**src/rtl/tdm_demux4_if.sv**
```systemverilog
// tdm_demux4_if: TDM link input stream and demultiplexed frame outputs.
interface tdm_demux4_if #(parameter int WIDTH = 8);
  logic [WIDTH-1:0] din;
  logic din_valid;
  logic frame_sync;
  logic [WIDTH-1:0] ch0, ch1, ch2, ch3;
  logic frame_valid;
  logic locked;
  logic sync_err;
  logic [1:0] slot;
  modport master (
    output din, din_valid, frame_sync,
    input ch0, ch1, ch2, ch3, frame_valid, locked, sync_err, slot
  );
  modport slave (
    input din, din_valid, frame_sync,
    output ch0, ch1, ch2, ch3, frame_valid, locked, sync_err, slot
  );
endinterface

```
**src/rtl/tdm_demux4.sv**
```systemverilog
// tdm_demux4: 1-to-4 TDM demultiplexer with frame-sync alignment and atomic frame update.
module tdm_demux4 #(parameter int WIDTH = 8) (
  input logic clk,
  input logic rst_n,
  tdm_demux4_if.slave bus
);
  typedef enum logic {HUNT, LOCKED} state_t;
  state_t state, state_nx;
  logic [1:0] slot_q, slot_nx;
  logic [WIDTH-1:0] s0, s1, s2, c0, c1, c2, c3;
  logic fv, se, acc, fs, lk, fill;
  assign acc = bus.din_valid;
  assign fs = acc & bus.frame_sync;
  assign lk = state == LOCKED;
  // Any non-sync word in a locked frame is data for the current slot, except slot 0 (missing sync).
  assign fill = lk & acc & ~bus.frame_sync & (slot_q != 2'd0);
  always_ff @(posedge clk or negedge rst_n)
    if (!rst_n) begin
      state <= HUNT;
      slot_q <= 2'd0;
    end else begin
      state <= state_nx;
      slot_q <= slot_nx;
    end
  always_comb begin
    state_nx = state;
    slot_nx = slot_q;
    if (fs) begin
      state_nx = LOCKED;
      slot_nx = 2'd1;
    end else if (acc && lk) begin
      state_nx = slot_q == 2'd0 ? HUNT : LOCKED;
      slot_nx = slot_q == 2'd0 ? 2'd0 : slot_q + 2'd1;
    end
  end
  always_ff @(posedge clk or negedge rst_n)
    if (!rst_n) begin
      s0 <= '0;
      s1 <= '0;
      s2 <= '0;
      c0 <= '0;
      c1 <= '0;
      c2 <= '0;
      c3 <= '0;
      fv <= 1'b0;
      se <= 1'b0;
    end else begin
      if (fs) s0 <= bus.din;
      if (fill && slot_q == 2'd1) s1 <= bus.din;
      if (fill && slot_q == 2'd2) s2 <= bus.din;
      if (fill && slot_q == 2'd3) begin
        c0 <= s0;
        c1 <= s1;
        c2 <= s2;
        c3 <= bus.din;
      end
      fv <= fill && slot_q == 2'd3;
      se <= lk & acc & (bus.frame_sync ? slot_q != 2'd0 : slot_q == 2'd0);
    end
  always_comb begin
    bus.ch0 = c0;
    bus.ch1 = c1;
    bus.ch2 = c2;
    bus.ch3 = c3;
    bus.frame_valid = fv;
    bus.sync_err = se;
    bus.locked = lk;
    bus.slot = slot_q;
  end
endmodule

```
**src/flat_wrapper.sv**
```systemverilog
// flat-port wrapper written by rule: the top's interface ports become plain ports
module tdm_demux4_flat 
#(parameter int WIDTH = 8)
  (clk, rst_n, bus_din, bus_din_valid, bus_frame_sync, bus_ch0, bus_ch1, bus_ch2, bus_ch3, bus_frame_valid, bus_locked, bus_sync_err, bus_slot);
  tdm_demux4_if #(.WIDTH(WIDTH)) bus_i ();
  input logic clk;
  input logic rst_n;
  input wire logic [$bits(bus_i.din)-1:0] bus_din;
  input wire logic [$bits(bus_i.din_valid)-1:0] bus_din_valid;
  input wire logic [$bits(bus_i.frame_sync)-1:0] bus_frame_sync;
  output wire logic [$bits(bus_i.ch0)-1:0] bus_ch0;
  output wire logic [$bits(bus_i.ch1)-1:0] bus_ch1;
  output wire logic [$bits(bus_i.ch2)-1:0] bus_ch2;
  output wire logic [$bits(bus_i.ch3)-1:0] bus_ch3;
  output wire logic [$bits(bus_i.frame_valid)-1:0] bus_frame_valid;
  output wire logic [$bits(bus_i.locked)-1:0] bus_locked;
  output wire logic [$bits(bus_i.sync_err)-1:0] bus_sync_err;
  output wire logic [$bits(bus_i.slot)-1:0] bus_slot;
  assign bus_i.din = bus_din;
  assign bus_i.din_valid = bus_din_valid;
  assign bus_i.frame_sync = bus_frame_sync;
  assign bus_ch0 = bus_i.ch0;
  assign bus_ch1 = bus_i.ch1;
  assign bus_ch2 = bus_i.ch2;
  assign bus_ch3 = bus_i.ch3;
  assign bus_frame_valid = bus_i.frame_valid;
  assign bus_locked = bus_i.locked;
  assign bus_sync_err = bus_i.sync_err;
  assign bus_slot = bus_i.slot;
  tdm_demux4 #(.WIDTH(WIDTH)) u_core (.clk(clk), .rst_n(rst_n), .bus(bus_i));
endmodule
```
**config.mk**
```make
export PLATFORM = sky130hd
export DESIGN_NAME = tdm_demux4_flat
export DESIGN_NICKNAME = d
export VERILOG_FILES = /design/src/rtl/tdm_demux4_if.sv /design/src/rtl/tdm_demux4.sv /design/src/flat_wrapper.sv
export SDC_FILE = /design/constraint.sdc
export NUM_CORES = 1
export LEC_CHECK = 0
export ABC_AREA = 1
export CAP_MARGIN = 15
export CORE_MARGIN = 3
export CORE_UTILIZATION = 30
export CTS_CLUSTER_SIZE = 24
export DETAILED_ROUTE_END_ITERATION = 10
export MAX_ROUTING_LAYER = met4
export SLEW_MARGIN = 5
export SYNTH_ARGS = -nofsm -noshare
export SYNTH_HDL_FRONTEND = slang
export SYNTH_SLANG_ARGS = --single-unit
```
**constraint.sdc**
```tcl
create_clock -name clk -period 2.12 [get_ports clk]
set_input_delay 0.424 -clock clk [delete_from_list [all_inputs] [get_ports clk]]
set_output_delay 0.424 -clock clk [all_outputs]
set_load 0.02 [all_outputs]
```
==> impl_metrics.ini, run 1 <==
[sta]
setup_viol = 0
post-route-period-util_pct = 86.0
worst_slack_ns = 0.296
min_period_ns = 1.82
hold_violations = 0
max_slew_margin_pct = 66.8
maxSlewViolCount = 0
worst_pin_slew_ns = 0.498
fmax_mhz = 548
fin_skew_ns = 0.00590
tns_ns = 0
grt_setup_unrepaired = no

[power]
p_int_w = 0.00293
powerDensity_nw_per_um2 = 1380
clkPwrFrac_pct = 20.9
pwr-share-seq_pct = 40.3
p_leak_nw = 1.69
combPwrFrac_pct = 38.8
vdd_ir_drop_max_v = 0.000569
swShare_pct = 36.5
p_switching_w = 0.00169

[synthesis]
ys_types = 17
yosysWarningCount = 0
synth_cells = 276
synth.avg_cell_area_um2 = 9.28
synth-seq-cells = 61
synth_fp_nets = 293
synth_seq_area_share_pct = 59.6
netlist_area_um2 = 2560

[critical_path]
start_kind = register
path_buf_inv = 1
critPathKind = register to primary output
cp_data_arrival_time_ns = 1.40
crit_chain = clkdlybuf4s50_1
max_stage_delay_ns = 0.64
cp_slowest_cell = clkdlybuf4s50_1
crit_fanout = 5
critPathCaptureType = primary output
crit_family = buffers and inverters
cp_data_required_time_ns = 1.70

[finish]
drive_gt1_share_pct = 8.76
antenna_cells = 0
nets = 345
syn2layout_area_growth_pct = 30.5

[clock_network]
cts_resized = 0
cts_sinks = 61
cts-root-buf = clkbuf_8
hold_buffers = 0
clkLatencyLatePin_ns = 0.32
htree_levels = 3
post_cts_buffers = 0
clk_pin_slew_ns = 0.06
clk_path_buf_depth = 2
cts_tree = done
cts_buffers = 9

[placed_design]
dpl.hpwl_um = 4260
gp_congestion = 0.852
place_ws_ns = 0.211
portBuffers = 48

[global_route]
grt_max_degree = 22
grt_overflow = 0
globalRouteTotalUtil_pct = 13.8
grt_pass1_wl_um = 10300
grt_pass1_vias = 2087
antenna_found_initial = 0

[floorplanning]
start_util_pct = 31.0
die_w_um = 98.4
coreArea_um2 = 8260
io_pins = 49
dieArea_um2 = 9680
die-height_um = 98.4
num_rows = 33

[hold_path]
hold_path_class = input pin to async pin

[route]
wl_um = 5990
post_drt_via_cell_ratio = 4.84
wl_per_cell_um = 13.7
dr.pass1.iters = 4
ant_nets = 0
drcViolationCount = 0
vias = 2109
drt-initial-drc-count = 131

[flow_run]
maxCapViolations = 0

[outcome]
status = complete, no violations
final timing paths:
| path | start | end | slack [ns] | cells after the start |
|---|---|---|---|---|
| hold reg to reg | u_core.bus.ch0[5]$_DFFE_PN0P_ | u_core.bus.ch0[5]$_DFFE_PN0P_ | 0.47 | 2 |
| setup reg to reg | u_core.bus.slot[0]$_DFFE_PN0P_ | u_core.s1[0]$_DFFE_PN0P_ | 0.39 | 6 |
| hold / removal | rst_n | u_core.bus.ch2[4]$_DFFE_PN0P_ | 0.06 | 1 |
| min in group clk | u_core.bus.ch0[5]$_DFFE_PN0P_ | u_core.bus.ch0[5]$_DFFE_PN0P_ | 0.47 | 2 |
| max in group asynchronous | rst_n | u_core.s1[3]$_DFFE_PN0P_ | 1.51 | 2 |
| setup / recovery | u_core.bus.slot[1]$_DFFE_PN0P_ | bus_slot[1] | 0.30 | 1 |
state kept, by name, indices dropped and copies added (netlist names), 2 cells and up:
signal,cells
u_core.bus.ch0,8
u_core.bus.ch1,8
u_core.bus.ch2,8
u_core.bus.ch3,8
u_core.s0,8
u_core.s1,8
u_core.s2,8
u_core.bus.slot,2
final cells by class:
| type | count | area, µm² |
|---|---|---|
| inverter | 5 | 18.8 |
| clock inverter | 2 | 35.0 |
| multi-input combinational | 190 | 900 |
| timing repair buffer | 61 | 586 |
| tap | 105 | 131 |
| fill | 859 | 4920 |
| sequential | 61 | 1530 |
| clock buffer | 12 | 145 |
cells by family (layout without fill, tap and decap cells):
| kind of cell | count (synthesis) | after routing | synth area share [%] |
|---|---|---|---|
| AOI/OAI and AO/OA | 3 | 3 | 0.586 |
| adders and majority gates | 5 | 5 | 2.44 |
| buffers and inverters | 25 | 80 | 5.23 |
| DFF | 61 | 61 | 59.6 |
| and+or+nand+nor | 182 | 182 | 32.1 |
layer usage:
layer,up-vias,track usage [%],routed length [µm]
met5,-,-,0
met4,0,5.36,108
met3,12,3.14,259
met2,61,20.0,2680
met1,1009,18.9,2940
li1,1027,-,-
layout by cell type (no fill, tap or decap):
master / instances
nand2_1: 126
dfrtp_1: 61
nand4_1: 48
clkdlybuf4s50_1: 47
buf_4: 12
clkbuf_8: 10
ha_1: 5
inv_1: 4
nand3_1: 3
o21ai_0: 2
nor2_1: 2
clkbuf_1: 2
inv_2: 1
nor2_4: 1
nand3_2: 1
a21oi_1: 1
nor3_1: 1
bufinv_16: 1
clkinv_2: 1
buf_2: 1
buf_12: 1
cell usage after synthesis (all sizes together):
cell	count	area, µm²
clkbuf	5	18.8
a21oi	1	5.00
o21ai	2	10.0
ha	5	62.6
nor3	1	5.00
nand4	48	300
dfrtp	61	1530
nand3	4	25.0
nand2	126	473
nor2	3	18.8
buf	15	96.3
inv	5	18.8
power groups by stage:
stage	Combinational [W]	Clock, W	Sequential [W]
after floorplan	0.000672	0	0.00219
after global placement	0.00179	0	0.00187
after detailed placement	0.00181	0	0.00188
after CTS	0.00182	0.00100	0.00187
after global routing	0.00199	0.00106	0.00192
final	0.00179	0.000964	0.00186
per-stage QoR:
step	area, µm²	hold slack (ns)	power, W	std cells	utilization (%)
final	3340	0.0642	0.00462	436	40.5
after global routing	3340	0.0713	0.00497	436	40.5
after CTS	3340	0.0643	0.00469	436	40.5
after detailed placement	3160	0.419	0.00370	422	38.3
after global placement	3160	0.423	0.00367	422	38.3
after floorplan	2560	0.128	0.00286	276	-
Power figures use the tool's default switching activity.
==> inputs of run 2 (changes only) <==
CAP_MARGIN = 10   (was 15)
==> results of run 2 <==
The final DEF is identical to that of run 1; final timing and power are the same.
==> patch (settings of run 1) <==
`WIDTH` is set to 8 in 3 places; all go to 6.
--- a/src/rtl/tdm_demux4_if.sv
+++ b/src/rtl/tdm_demux4_if.sv
@@ -1,5 +1,5 @@
 // tdm_demux4_if: TDM link input stream and demultiplexed frame outputs.
-interface tdm_demux4_if #(parameter int WIDTH = 8);
+interface tdm_demux4_if #(parameter int WIDTH = 6);
   logic [WIDTH-1:0] din;
   logic din_valid;
   logic frame_sync;
--- a/src/rtl/tdm_demux4.sv
+++ b/src/rtl/tdm_demux4.sv
@@ -1,5 +1,5 @@
 // tdm_demux4: 1-to-4 TDM demultiplexer with frame-sync alignment and atomic frame update.
-module tdm_demux4 #(parameter int WIDTH = 8) (
+module tdm_demux4 #(parameter int WIDTH = 6) (
   input logic clk,
   input logic rst_n,
   tdm_demux4_if.slave bus
--- a/src/flat_wrapper.sv
+++ b/src/flat_wrapper.sv
@@ -1,6 +1,6 @@
 // flat-port wrapper written by rule: the top's interface ports become plain ports
 module tdm_demux4_flat 
-#(parameter int WIDTH = 8)
+#(parameter int WIDTH = 6)
   (clk, rst_n, bus_din, bus_din_valid, bus_frame_sync, bus_ch0, bus_ch1, bus_ch2, bus_ch3, bus_frame_valid, bus_locked, bus_sync_err, bus_slot);
   tdm_demux4_if #(.WIDTH(WIDTH)) bus_i ();
   input logic clk;
Interface: changed (5 resized); port bits go from 49 to 39. The function was not compared with the original's and may differ.
==> patch against run 1 <==
  * Count of clock-buffer cells in the layout shrank 4
  * Setup slack gained 0.035 ns
  * Die area shrank 20%
  * Sequential cell count shrank 14
  * Register-to-register slack lost 0.04 ns
  * Area after synthesis shrank 21%
  * Wire length shrank 25%
  * Final cell count shrank 24%
  * Power shrank 26%
  * Design area shrank 23%
  * Critical endpoint unchanged
  * Largest cell class unchanged
  * Largest power group unchanged
==> patch: results (changes against run 1) <==
reg2reg end u_core.s2[2]; Seq/Total Area, Yosys 58.39% (-1.2 points); Reg2Reg Depth 7 (+1); total net switching power 1.292 mW (-23%); top cells by count, synth 95 x nand2_1, 47 x dfrtp_1, 36 x nand4_1; Synth cell types 20 (+3); Net count, final 268 (-22%); r2r startpoint u_core.bus.slot[0]; post-CTS setup buffer count 0 (unchanged); post_cts resized 0 (unchanged); initial drt markers 87 (-34%); hold crit path type in -> async; Post-Synth Adder-Cell Area 3.106% (+0.66 points); Hold Slack 0.03585 ns (-0.02830 ns); M3 GR Usage 2.728% (-0.41 points); Leak 1.287 nW (-24%); worst slew pin tran 0.3912 ns (-0.1067 ns); Pwr per Cell Area 1337 nW/µm² (-3.3%); CP arrival 1.36 ns (-0.04 ns); outcome finished, final reports clean; drt pass-1 iters 4 (unchanged); CTS Root Buffer Type clkbuf_8; Post-Place Cells 323 (-23%); met2 Track Usage GR 19.25% (-0.72 points); IO buf count 38 (-21%); Main synth FF type dfrtp_1; Detail Placement HPWL 3.209 mm (-25%); # diodes 0 (unchanged); gpl congestion 0.8749 (+2.7%); GR met1 Demand/Resource 17.67% (-1.2 points); fraction of synthesized area in multiplexers 0% (unchanged); Clock Power Share 17.1% (-3.8 points); Combinational Power Share 41.4% (+2.6 points); H-tree Lvls 2 (-1); Ys Warns 0 (unchanged); XOR/XNOR Fraction of Synth Area 0% (unchanged); Syn Area/Cell 9.457 µm² (+2.0%); Num CTS Buffers 5 (-4); compound-cell area share of the yosys netlist 0.7453% (+0.16 points); Synthesized Nets 228 (-22%); Vias 1568 (-26%); clk_lat worst skew 0.30 ns (-0.02 ns); r2r setup slk 0.35 ns (-0.04 ns); GRT Util Overall 13.22% (-0.58 points); largest cells by area after synthesis dfrtp_1 58%, nand2_1 18%, nand4_1 11%; fraction of layout cells with a size suffix above 1 9.449% (+0.69 points); Clock transition at path regs 0.09 ns (+0.03 ns); DRT Wirelength 4.484 mm (-25%); final instance count without filler cells 331 (-24%); pre-CTS setup slack 0.1666 ns (-0.04413 ns); pin count of the biggest net entering global routing 26 (+18%); worst vdd ir 0.0005127 V (-9.9%); first-pass GRT wire length 7.645 mm (-26%); placed cell area 2459 µm² (-22%); skew final 0.007729 ns (+0.001829 ns); crit-path max FO 5 (unchanged)
## patch: final cells by class
type,count,area [µm²]
Tap cell,77,96.34
Sequential cell,47,1176
Clock buffer,8,100.1
Multi-Input combinational cell,148,732.0
Fill cell,632,3864
Inverter,5,18.77
Timing Repair Buffer,46,435.4
## patch: worst max-delay path by stage
stage	from	endpoint	slack (ns)
global route	u_core.bus.slot[0]	u_core.bus.ch1[3]	0.13
detailed placement	bus_frame_sync	u_core.bus.ch0[1]	0.17
floorplan	u_core.bus.slot[0]	u_core.bus.ch0[5]	0.60
CTS	u_core.bus.slot[0]	bus_slot[0]	0.31
global placement	bus_frame_sync	u_core.bus.ch0[2]	0.19
finish	u_core.bus.slot[1]	bus_slot[1]	0.33
## patch: routing by layer
metal | wire [µm] | vias up | share of wire (%)
met2 | 1964 | 34 | 44
met1 | 2279 | 733 | 51
li1 | - | 794 | -
met4 | 74 | 0 | 1.7
met5 | 0 | - | 0
met3 | 167 | 7 | 3.7
